### src/rtl/branch_resolve_queue_if.sv
// -----------------------------------------------------------------------------
// branch_resolve_queue_if
//   Groups the D-stage push signals, the M-stage resolve signals and every
//   status/result output of branch_resolve_queue.
//
//   master : drives the D/M stage inputs (the pipeline, or a testbench)
//   slave  : the queue itself
//
//   D stage  : branchD, stallD, flushD, pcD, pred_takeD, ghrD
//   M stage  : branchM, actual_takeM, actual_targetM
//   Status   : full, empty, count
//   Redirect : redirect_valid, redirect_pc, restore_ghr
//   GPHT upd : upd_valid, upd_index, upd_take
//   Stats    : branch_cnt, mispred_cnt, overflow_err, underflow_err
// -----------------------------------------------------------------------------
interface branch_resolve_queue_if #(
   parameter int GHR_WIDTH = 6,
   parameter int DEPTH     = 4
);
   localparam int CNT_W = $clog2(DEPTH) + 1;

   logic                   branchD;
   logic                   stallD;
   logic                   flushD;
   logic [31:0]            pcD;
   logic                   pred_takeD;
   logic [GHR_WIDTH-1:0]   ghrD;
   logic                   branchM;
   logic                   actual_takeM;
   logic [31:0]            actual_targetM;

   logic                   full;
   logic                   empty;
   logic [CNT_W-1:0]       count;
   logic                   redirect_valid;
   logic [31:0]            redirect_pc;
   logic [GHR_WIDTH-1:0]   restore_ghr;
   logic                   upd_valid;
   logic [GHR_WIDTH+2:0]   upd_index;
   logic                   upd_take;
   logic [31:0]            branch_cnt;
   logic [31:0]            mispred_cnt;
   logic                   overflow_err;
   logic                   underflow_err;

   modport master (
      output branchD, stallD, flushD, pcD, pred_takeD, ghrD,
      output branchM, actual_takeM, actual_targetM,
      input  full, empty, count,
      input  redirect_valid, redirect_pc, restore_ghr,
      input  upd_valid, upd_index, upd_take,
      input  branch_cnt, mispred_cnt, overflow_err, underflow_err
   );

   modport slave (
      input  branchD, stallD, flushD, pcD, pred_takeD, ghrD,
      input  branchM, actual_takeM, actual_targetM,
      output full, empty, count,
      output redirect_valid, redirect_pc, restore_ghr,
      output upd_valid, upd_index, upd_take,
      output branch_cnt, mispred_cnt, overflow_err, underflow_err
   );
endinterface

### src/rtl/branch_resolve_queue.sv
// -----------------------------------------------------------------------------
// branch_resolve_queue
//   In-order queue of predicted branches. An entry {pc, pred_take, ghr} is
//   pushed when a branch leaves D and popped when it resolves in M. Each pop
//   produces a registered GPHT update packet one cycle later; a mispredicting
//   pop additionally produces a redirect PC and a corrected GHR and squashes
//   every younger (wrong-path) entry.
//
// Ports
//   clk  : clock, all state on posedge
//   rst  : asynchronous active-low reset
//   bus  : branch_resolve_queue_if.slave (D push, M resolve, all outputs)
// -----------------------------------------------------------------------------
module branch_resolve_queue #(
   parameter int GHR_WIDTH    = 6,
   parameter int DEPTH        = 4,
   parameter int FALLTHRU_OFS = 4
) (
   input  logic                   clk,
   input  logic                   rst,
   branch_resolve_queue_if.slave  bus
);
   localparam int PTR_W = $clog2(DEPTH);
   localparam int CNT_W = PTR_W + 1;
   localparam int IDX_W = GHR_WIDTH + 3;

   function automatic logic [31:0] sat_inc(input logic [31:0] v);
      return (v == 32'hFFFF_FFFF) ? v : v + 32'd1;
   endfunction

   // Entry storage: no reset, contents are don't-care until written.
   logic [31:0]          pc_mem  [DEPTH];
   logic                 pt_mem  [DEPTH];
   logic [GHR_WIDTH-1:0] ghr_mem [DEPTH];

   logic [PTR_W-1:0] wr_ptr_q, wr_ptr_d;
   logic [PTR_W-1:0] rd_ptr_q, rd_ptr_d;
   logic [CNT_W-1:0] count_q,  count_d;

   logic                 redir_vld_q, redir_vld_d;
   logic [31:0]          redir_pc_q,  redir_pc_d;
   logic [GHR_WIDTH-1:0] restore_q,   restore_d;
   logic                 upd_vld_q,   upd_vld_d;
   logic [IDX_W-1:0]     upd_idx_q,   upd_idx_d;
   logic                 upd_take_q,  upd_take_d;
   logic [31:0]          bcnt_q,      bcnt_d;
   logic [31:0]          mcnt_q,      mcnt_d;
   logic                 ovf_q,       ovf_d;
   logic                 unf_q,       unf_d;

   logic                 full_w, empty_w;
   logic                 push_req, pop, mispred, push_ok;
   logic [31:0]          head_pc;
   logic                 head_pt;
   logic [GHR_WIDTH-1:0] head_ghr;

   assign full_w  = (count_q == CNT_W'(DEPTH));
   assign empty_w = (count_q == '0);

   assign head_pc  = pc_mem[rd_ptr_q];
   assign head_pt  = pt_mem[rd_ptr_q];
   assign head_ghr = ghr_mem[rd_ptr_q];

   assign push_req = bus.branchD & ~bus.stallD & ~bus.flushD;
   assign pop      = bus.branchM & ~empty_w;
   assign mispred  = pop & (head_pt ^ bus.actual_takeM);
   // A pop frees a slot in the same cycle, so push-while-full is legal with a
   // pop. Any push alongside a mispredict is wrong-path and is dropped.
   assign push_ok  = push_req & (~full_w | pop) & ~mispred;

   // Storage write
   always_ff @(posedge clk) begin
      if (push_ok) begin
         pc_mem[wr_ptr_q]  <= bus.pcD;
         pt_mem[wr_ptr_q]  <= bus.pred_takeD;
         ghr_mem[wr_ptr_q] <= bus.ghrD;
      end
   end

   // Pointer / occupancy next state
   always_comb begin
      wr_ptr_d = wr_ptr_q;
      rd_ptr_d = rd_ptr_q;
      count_d  = count_q;
      if (mispred) begin
         wr_ptr_d = '0;
         rd_ptr_d = '0;
         count_d  = '0;
      end else begin
         if (push_ok) wr_ptr_d = wr_ptr_q + PTR_W'(1);
         if (pop)     rd_ptr_d = rd_ptr_q + PTR_W'(1);
         case ({push_ok, pop})
            2'b10:   count_d = count_q + CNT_W'(1);
            2'b01:   count_d = count_q - CNT_W'(1);
            default: count_d = count_q;
         endcase
      end
   end

   // Result packet next state: pulses default low, data holds
   always_comb begin
      upd_vld_d   = pop;
      upd_idx_d   = upd_idx_q;
      upd_take_d  = upd_take_q;
      redir_vld_d = mispred;
      redir_pc_d  = redir_pc_q;
      restore_d   = restore_q;
      bcnt_d      = bcnt_q;
      mcnt_d      = mcnt_q;
      ovf_d       = ovf_q | (push_req & full_w & ~pop);
      unf_d       = unf_q | (bus.branchM & empty_w);
      if (pop) begin
         upd_idx_d  = {head_pc[4:2], head_ghr};
         upd_take_d = bus.actual_takeM;
         bcnt_d     = sat_inc(bcnt_q);
      end
      if (mispred) begin
         redir_pc_d = bus.actual_takeM ? bus.actual_targetM
                                       : head_pc + 32'(FALLTHRU_OFS);
         restore_d  = {head_ghr[GHR_WIDTH-2:0], bus.actual_takeM};
         mcnt_d     = sat_inc(mcnt_q);
      end
   end

   // State registers
   always_ff @(posedge clk or negedge rst) begin
      if (!rst) begin
         wr_ptr_q    <= '0;
         rd_ptr_q    <= '0;
         count_q     <= '0;
         redir_vld_q <= 1'b0;
         redir_pc_q  <= '0;
         restore_q   <= '0;
         upd_vld_q   <= 1'b0;
         upd_idx_q   <= '0;
         upd_take_q  <= 1'b0;
         bcnt_q      <= '0;
         mcnt_q      <= '0;
         ovf_q       <= 1'b0;
         unf_q       <= 1'b0;
      end else begin
         wr_ptr_q    <= wr_ptr_d;
         rd_ptr_q    <= rd_ptr_d;
         count_q     <= count_d;
         redir_vld_q <= redir_vld_d;
         redir_pc_q  <= redir_pc_d;
         restore_q   <= restore_d;
         upd_vld_q   <= upd_vld_d;
         upd_idx_q   <= upd_idx_d;
         upd_take_q  <= upd_take_d;
         bcnt_q      <= bcnt_d;
         mcnt_q      <= mcnt_d;
         ovf_q       <= ovf_d;
         unf_q       <= unf_d;
      end
   end

   assign bus.full           = full_w;
   assign bus.empty          = empty_w;
   assign bus.count          = count_q;
   assign bus.redirect_valid = redir_vld_q;
   assign bus.redirect_pc    = redir_pc_q;
   assign bus.restore_ghr    = restore_q;
   assign bus.upd_valid      = upd_vld_q;
   assign bus.upd_index      = upd_idx_q;
   assign bus.upd_take       = upd_take_q;
   assign bus.branch_cnt     = bcnt_q;
   assign bus.mispred_cnt    = mcnt_q;
   assign bus.overflow_err   = ovf_q;
   assign bus.underflow_err  = unf_q;
endmodule

### src/flat_wrapper.sv
// flat-port wrapper written by rule: the top's interface ports become plain ports
module branch_resolve_queue_flat 
#(
   parameter int GHR_WIDTH    = 6,
   parameter int DEPTH        = 4,
   parameter int FALLTHRU_OFS = 4
)
  (clk, rst, bus_branchD, bus_stallD, bus_flushD, bus_pcD, bus_pred_takeD, bus_ghrD, bus_branchM, bus_actual_takeM, bus_actual_targetM, bus_full, bus_empty, bus_count, bus_redirect_valid, bus_redirect_pc, bus_restore_ghr, bus_upd_valid, bus_upd_index, bus_upd_take, bus_branch_cnt, bus_mispred_cnt, bus_overflow_err, bus_underflow_err);
  branch_resolve_queue_if #(.GHR_WIDTH(GHR_WIDTH), .DEPTH(DEPTH)) bus_i ();
  input  logic clk;
  input  logic rst;
  input wire logic [$bits(bus_i.branchD)-1:0] bus_branchD;
  input wire logic [$bits(bus_i.stallD)-1:0] bus_stallD;
  input wire logic [$bits(bus_i.flushD)-1:0] bus_flushD;
  input wire logic [$bits(bus_i.pcD)-1:0] bus_pcD;
  input wire logic [$bits(bus_i.pred_takeD)-1:0] bus_pred_takeD;
  input wire logic [$bits(bus_i.ghrD)-1:0] bus_ghrD;
  input wire logic [$bits(bus_i.branchM)-1:0] bus_branchM;
  input wire logic [$bits(bus_i.actual_takeM)-1:0] bus_actual_takeM;
  input wire logic [$bits(bus_i.actual_targetM)-1:0] bus_actual_targetM;
  output wire logic [$bits(bus_i.full)-1:0] bus_full;
  output wire logic [$bits(bus_i.empty)-1:0] bus_empty;
  output wire logic [$bits(bus_i.count)-1:0] bus_count;
  output wire logic [$bits(bus_i.redirect_valid)-1:0] bus_redirect_valid;
  output wire logic [$bits(bus_i.redirect_pc)-1:0] bus_redirect_pc;
  output wire logic [$bits(bus_i.restore_ghr)-1:0] bus_restore_ghr;
  output wire logic [$bits(bus_i.upd_valid)-1:0] bus_upd_valid;
  output wire logic [$bits(bus_i.upd_index)-1:0] bus_upd_index;
  output wire logic [$bits(bus_i.upd_take)-1:0] bus_upd_take;
  output wire logic [$bits(bus_i.branch_cnt)-1:0] bus_branch_cnt;
  output wire logic [$bits(bus_i.mispred_cnt)-1:0] bus_mispred_cnt;
  output wire logic [$bits(bus_i.overflow_err)-1:0] bus_overflow_err;
  output wire logic [$bits(bus_i.underflow_err)-1:0] bus_underflow_err;
  assign bus_i.branchD = bus_branchD;
  assign bus_i.stallD = bus_stallD;
  assign bus_i.flushD = bus_flushD;
  assign bus_i.pcD = bus_pcD;
  assign bus_i.pred_takeD = bus_pred_takeD;
  assign bus_i.ghrD = bus_ghrD;
  assign bus_i.branchM = bus_branchM;
  assign bus_i.actual_takeM = bus_actual_takeM;
  assign bus_i.actual_targetM = bus_actual_targetM;
  assign bus_full = bus_i.full;
  assign bus_empty = bus_i.empty;
  assign bus_count = bus_i.count;
  assign bus_redirect_valid = bus_i.redirect_valid;
  assign bus_redirect_pc = bus_i.redirect_pc;
  assign bus_restore_ghr = bus_i.restore_ghr;
  assign bus_upd_valid = bus_i.upd_valid;
  assign bus_upd_index = bus_i.upd_index;
  assign bus_upd_take = bus_i.upd_take;
  assign bus_branch_cnt = bus_i.branch_cnt;
  assign bus_mispred_cnt = bus_i.mispred_cnt;
  assign bus_overflow_err = bus_i.overflow_err;
  assign bus_underflow_err = bus_i.underflow_err;
  branch_resolve_queue #(.GHR_WIDTH(GHR_WIDTH), .DEPTH(DEPTH), .FALLTHRU_OFS(FALLTHRU_OFS)) u_core (.clk(clk), .rst(rst), .bus(bus_i));
endmodule
### config.mk
export PLATFORM = sky130hd
export DESIGN_NAME = branch_resolve_queue_flat
export DESIGN_NICKNAME = d
export VERILOG_FILES = /design/src/rtl/branch_resolve_queue_if.sv /design/src/rtl/branch_resolve_queue.sv /design/src/flat_wrapper.sv
export SDC_FILE = /design/constraint.sdc
export NUM_CORES = 1
export LEC_CHECK = 0
export CAP_MARGIN = 30
export CORE_MARGIN = 2
export CORE_UTILIZATION = 48
export CTS_CLUSTER_DIAMETER = 120
export CTS_CLUSTER_SIZE = 24
export DETAILED_ROUTE_END_ITERATION = 8
export MAX_ROUTING_LAYER = met4
export PLACE_DENSITY_LB_ADDON = 0.3
export SLEW_MARGIN = 20
export SYNTH_ARGS = -nofsm -noshare
export SYNTH_HDL_FRONTEND = slang
export SYNTH_SLANG_ARGS = --single-unit
export TNS_END_PERCENT = 1
### constraint.sdc
create_clock -name clk -period 3.1 [get_ports clk]
set_input_delay 0.31 -clock clk [delete_from_list [all_inputs] [get_ports clk]]
set_output_delay 0.31 -clock clk [all_outputs]
set_load 0.005 [all_outputs]
# --- Word level (Yosys, flattened, before mapping) ---
# Memories as Yosys holds them, arrays and structs flattened.
# Cells that the tools add are included.
# Widths: inputs -> output; s select.
totals:
  memories: 3
  ramBits: 156
  in_bits: 78
  word_cells: 64
  register_bits: 123
  out_inout_bits: 121
classes:
  n_reduce_logical: 6
  n_bitwise: 21
  add_sub_neg: 7
  mux: 9
  eq_ne: 5
mem_list:
  columns: ["memory", "words", "width", "read_ports", "rd_ports_with_merged_regs", "write_ports", "line_no", "source"]
  rows:
  - ["u_core.pc_mem", 4, 32, 1, 0, 1, "branch_resolve_queue.sv:32", "logic [31:0] pc_mem [DEPTH];"]
  - ["u_core.ghr_mem", 4, 6, 1, 0, 1, "branch_resolve_queue.sv:34", "logic [GHR_WIDTH-1:0] ghr_mem [DEPTH];"]
  - ["u_core.pt_mem", 4, 1, 1, 0, 1, "branch_resolve_queue.sv:33", "logic pt_mem [DEPTH];"]
ops:
  columns: ["cell", "n"]
  rows:
  - ["$add 32x1->32 const B", 2]
  - ["$eq 32x32->1 const B", 2]
  - ["$add 32x3->32 const B", 1]
  - ["$mux 32", 1]
  - ["$and 1x1->1", 9]
  - ["$mux 2", 4]
  - ["$not 1->1", 8]
  - ["$pmux 3 s2", 1]
  - ["$add 2x1->2 const B", 2]
  - ["$reduce_and 2->1", 2]
  - ["$reduce_bool 2->1", 2]
  - ["$add 3x1->3 const B", 1]
  - ["$eq 3x3->1 const B", 1]
  - ["$logic_not 3->1", 1]
  - ["$mux 3", 1]
  - ["$or 1x1->1", 3]
  - ["$reduce_bool 3->1", 1]
  - ["$sub 3x1->3 const B", 1]
  - ["$eq 2x1->1 const B", 1]
  - ["$eq 2x2->1 const B", 1]
  - ["$mux 1", 2]
  - ["$xor 1x1->1", 1]

# --- Longest topological paths before layout ---
logic_depth:
  word_depth: 9
  mapped_depth: 14
  mapped_depth_nobuf: 12

# --- Worst setup path before layout ---
# OpenSTA, ideal clock, no wires.
synth_path:
  kind: "register to register"
  start: "register u_core.rd_ptr_q[0]"
  end: "memory u_core.ghr_mem[0][0] (enable)"
  path_stages_with_launch: 9
  required_time_ps: 2700
  path_buffers: 2
  path_slack_ps: -3
  setup_ps: 400
  synth_period_minus_slack_ps: 3103
  arrival_ps: 2702
  path_cell_list: "dfrtp_1 -> buf_6 -> mux4_2 -> xnor2_2 -> nand2_1 -> inv_2 -> buf_4 -> nor2_1 -> and2_1"
synth_between:
  elab_chain_cells: 7
synth_lines:
  columns: ["item", "line_no", "source"]
  rows:
  - ["from (decl)", "branch_resolve_queue.sv:37", "logic [PTR_W-1:0] rd_ptr_q, rd_ptr_d;"]
  - ["from (signal assigned)", "branch_resolve_queue.sv:143", "rd_ptr_q <= rd_ptr_d;"]
  - ["$mem_v2 4x1", null, null]
  - ["$xor 1x1->1", "branch_resolve_queue.sv:66", "assign mispred = pop & (head_pt ^ bus.actual_takeM);"]
  - ["$and 1x1->1", "branch_resolve_queue.sv:66", null]
  - ["$not 1->1", "branch_resolve_queue.sv:69", "assign push_ok = push_req & (~full_w | pop) & ~mispred;"]
  - ["$and 1x1->1", "branch_resolve_queue.sv:69", null]
  - ["$mux 1", "branch_resolve_queue.sv:73", "if (push_ok) begin"]
  - ["$mux 1 (implied by the code)", "branch_resolve_queue.sv:76", "ghr_mem[wr_ptr_q] <= bus.ghrD;"]
  - ["to (decl)", "branch_resolve_queue.sv:34", null]
# Every way passes these cells.

# --- Worst setup path after layout ---
layout_path:
  start: "register u_core.rd_ptr_q[0]"
  end: "register u_core.count_q[2], in the netlist u_core.bus.count[2]"
layout_between:
  elab_chain_cells: 8
  word_cells_on_any_way: 10
  classes_between: "2 x eq/ne; 2 x mux; 4 x bitwise; 1 x reduce/logical; 1 x memory"
layout_lines:
  columns: ["item", "line_no", "source"]
  rows:
  - ["$mem_v2 4x1 (*)", null, null]
  - ["$xor 1x1->1 (*)", "branch_resolve_queue.sv:66", null]
  - ["$and 1x1->1 (*)", "branch_resolve_queue.sv:66", null]
  - ["$not 1->1", "branch_resolve_queue.sv:69", null]
  - ["$and 1x1->1", "branch_resolve_queue.sv:69", null]
  - ["$eq 2x1->1 / $eq 2x2->1 (equally long branches)", "branch_resolve_queue.sv:92", "case ({push_ok, pop})"]
  - ["$pmux 3 s2", "branch_resolve_queue.sv:92", null]
  - ["$mux 3", "branch_resolve_queue.sv:85", "if (mispred) begin"]
  - ["to (signal assigned)", "branch_resolve_queue.sv:144", "count_q <= count_d;"]
  - ["to (decl)", "branch_resolve_queue.sv:38", "logic [CNT_W-1:0] count_q, count_d;"]
# Every way passes the cells marked *; elsewhere a longest branch is shown, timed or not.
# A chain may end at the register's enable or synchronous reset.

==> flow_metrics.tcl <==
set metrics [dict create \
    outcome "finished clean" \
    critPathTopFamily "adder cells" \
    clk_pin_slew_worst_paths_ns 0.10 \
    synth.ff_latch_count 279 \
    coreArea_um2 25000 \
    syn_inst 864 \
    finalHoldViolations 0 \
    worstSkewPairLatency_ns 0.50 \
    firstDrtPassIters 5 \
    criticalPathCategory "flop to flop" \
    drc 0 \
    seq_area_frac_synth_pct 63.7 \
    port_buffers 198 \
    fin_area_um2 15100 \
    start_util_pct 48.7 \
    r2r_cells 12 \
    crit_start "u_core.rd_ptr_q[0]$_DFFE_PN0P_" \
    grt_antenna_before_repair 0 \
    io_pins 199 \
    cts_tree "done" \
    vias 7776 \
    grt_usage_pct 20.9 \
    post_dp_cell_area_um2 14700 \
    crit_required_ns 3.48 \
    grt_overflow 0 \
    clk_path_buf_depth 3 \
    post-route-period-util_pct 88.7 \
    synth.distinct_cells 63 \
    root_buffer "clkbuf_16" \
    num_rows 58 \
    yosysWarnings 0 \
    r2r_start "u_core.rd_ptr_q[0]$_DFFE_PN0P_" \
    dp_slack_ns 0.236 \
    htreeDepth 1 \
    crit_arrival_ns 3.13 \
    die_y_um 163 \
    ir_drop_mv 0.449 \
    rsz0062_at_grt "false" \
    cts_buffers 15 \
    grt_pass1_vias 7580 \
    drt_wl_total_mm 27.1 \
    yosys_most_used_dff "edfxtp_1" \
    diodes 0 \
    gp_congestion 0.873 \
    synth-edff-count 156 \
    numClockSinks 279 \
    leakagePower_nw 5.64 \
    dp_hpwl_mm 18.9 \
    finalSetupViolations 0 \
    cpPeakStageDelay_ns 0.54 \
    synth_nets 951 \
    path_buf_inv 2 \
    syn_area_um2 12200 \
    drv_cap 0 \
    cpMaxStageDelayCell "mux4_2" \
    drive_gt1_share_pct 8.76 \
    fin_nets 1164 \
    worstPathMaxFanout 5 \
    reg2reg_to "u_core.bus.count[2]$_DFFE_PN0P_" \
    layout_setup_ws_ns 0.349 \
    slew_violations 0 \
    initialDrtViolationCount 773 \
    cp_cell_sequence "mux4_2 -> xnor2_2 -> nand2_1 -> inv_2 -> nor2_1 -> inv_1 -> ha_1 -> fa_1 -> xnor2_1 -> nor2_1 -> xnor2_1 -> nor2_1" \
    worst_pin_slew_ns 0.625 \
    postSynth.asyncResetShare_pct 44.1 \
    drt-vias-per-instance 5.50 \
    grt_pass1_wl_mm 42.2 \
    fmax_mhz 364 \
    min_path_type "primary input to asynchronous set/reset pin" \
    p_per_area_nw_per_um2 704 \
    critPathMostFrequentCell "nor2_1" \
    avgSynthCellArea_um2 14.1 \
    die_w_um 163 \
    period_minus_slack_ns 2.75 \
    wl_per_cell_um 19.2 \
    area_delta_synth_final_pct 23.8 \
    critPathLaunchType "flop" \
    skew_ns 0.0131 \
    post_cts_resized 0 \
    r2r_setup_slack_ns 0.35 \
    final_util_pct 60.3 \
    dieArea_um2 26700 \
    antenna_left 0 \
    maxSlewHeadroom_pct 58.0 \
    grt_start_max_net_pins 48 \
    cp-end-kind "flop" \
]
final cells by class:
| type | instances | area (um2) |
|---|---|---|
| fill | 1968 | 9930 |
| clock buffer | 23 | 405 |
| clock inverter | 2 | 20.0 |
| timing repair buffer | 226 | 2280 |
| tap | 330 | 413 |
| inverter | 16 | 60.1 |
| multi-input combinational | 539 | 4160 |
| sequential | 279 | 7760 |
routing by layer:
metal	wire length, um	track usage, %	vias to the layer above
met3	1140	2.26	41
met1	12300	29.4	3867
met5	0	-	-
li1	-	-	3651
met2	12900	32.8	217
met4	760	5.79	0
layout by cell type (no fill, tap or decap), drive strengths merged, types with 14 or more instances in the layout:
cell type | Yosys | final
o21ai | 35 | 35
mux4 | 39 | 39
dfrtp | 123 | 123
clkdlybuf4s50 | 0 | 197
nor2 | 44 | 44
o221ai | 14 | 14
a22oi | 15 | 15
buf | 11 | 28
xnor2 | 56 | 56
inv | 15 | 17
xor2 | 34 | 34
nand2 | 113 | 113
clkbuf | 16 | 23
edfxtp | 156 | 156
and3 | 19 | 19
nand4 | 26 | 26
nand3 | 44 | 44
registers in the layout (all words and copies together), names as in the netlist, 3 cells and up:
| name | flops |
|---|---|
| u_core.bus.redirect_pc | 32 |
| u_core.bus.branch_cnt | 32 |
| u_core.ghr_mem | 24 |
| u_core.bus.mispred_cnt | 32 |
| u_core.bus.upd_index | 9 |
| u_core.bus.count | 3 |
| u_core.pc_mem | 128 |
| u_core.bus.restore_ghr | 6 |
| u_core.pt_mem | 4 |
synth_stat cells (all sizes together) (2+ instances only):
cell type / number / area [um2]
buf: 11 / 111
a22o: 5 / 43.8
nor4: 6 / 65.1
o221ai: 14 / 179
dfrtp: 123 / 3080
or3: 2 / 12.5
xnor2: 56 / 498
dlygate4sd1: 3 / 26.3
nand2: 113 / 424
nor3b: 3 / 33.8
o21ai: 35 / 175
inv: 15 / 56.3
mux4: 39 / 946
nor3: 10 / 50.1
and4: 11 / 96.3
nor2: 44 / 165
a21o: 3 / 22.5
o22ai: 4 / 25.0
a22oi: 15 / 113
a211oi: 2 / 15.0
xor2: 34 / 298
and2: 11 / 68.8
nand3: 44 / 225
edfxtp: 156 / 4680
a221oi: 3 / 26.3
nand4: 26 / 193
clkbuf: 16 / 87.6
and3: 19 / 120
mux2: 4 / 45.0
a31oi: 4 / 25.0
a21oi: 11 / 55.1
ha: 8 / 100
mux2i: 3 / 30.0
how the worst max path moves through the flow:
| stage | end | slack (ns) | cells past startpoint |
|---|---|---|---|
| after detailed placement | u_core.bus.count[2]$_DFFE_PN0P_ | 0.24 | 12 |
| after CTS | u_core.bus.count[2]$_DFFE_PN0P_ | 0.22 | 12 |
| final | u_core.bus.count[2]$_DFFE_PN0P_ | 0.35 | 12 |
| after floorplan | u_core.ghr_mem[1][0]$_DFFE_PP_ | -0.002 | 8 |
| after global placement | u_core.bus.count[2]$_DFFE_PN0P_ | 0.30 | 12 |
| after global routing | u_core.bus.redirect_pc[16]$_DFFE_PN0P_ | 0.1 | 8 |
per-stage QoR:
stage / std cells / power [mW] / hold WS (ns) / TNS [ns]
6_report: 1415 / 10.6 / 0.367 / 0
5_1_grt: 1415 / 11.2 / 0.414 / 0
4_1_cts: 1413 / 10.7 / 0.386 / 0
3_5_place_dp: 1387 / 8.64 / 0.373 / 0
3_3_place_gp: 1387 / 8.57 / 0.376 / 0
2_1_floorplan: 864 / 6.98 / 0.0144 / -0.264
what timing repair did:
item	CTS	global route
setup endpoints to repair	0	1
hold buffers	1	0
buffers inserted	0	2
hold endpoints to repair	44	0
kinds of logic after synthesis:
group           share of synthesized area [%]
buf+inv                                  2.34
fa+ha+maj                               0.985
simple gates                             12.2
mux                                      8.37
xor+xnor                                 6.53
flops                                    63.7
compound gates                           5.88
power by group:
group / total [mW] / leakage, nW / switching (mW) / internal (mW)
Sequential: 4.87 / 2.97 / 0.413 / 4.46
Clock: 2.08 / 0.205 / 1.16 / 0.928
Combinational: 3.68 / 2.47 / 1.78 / 1.90
No activity file was read; power rests on OpenSTA's default activity.
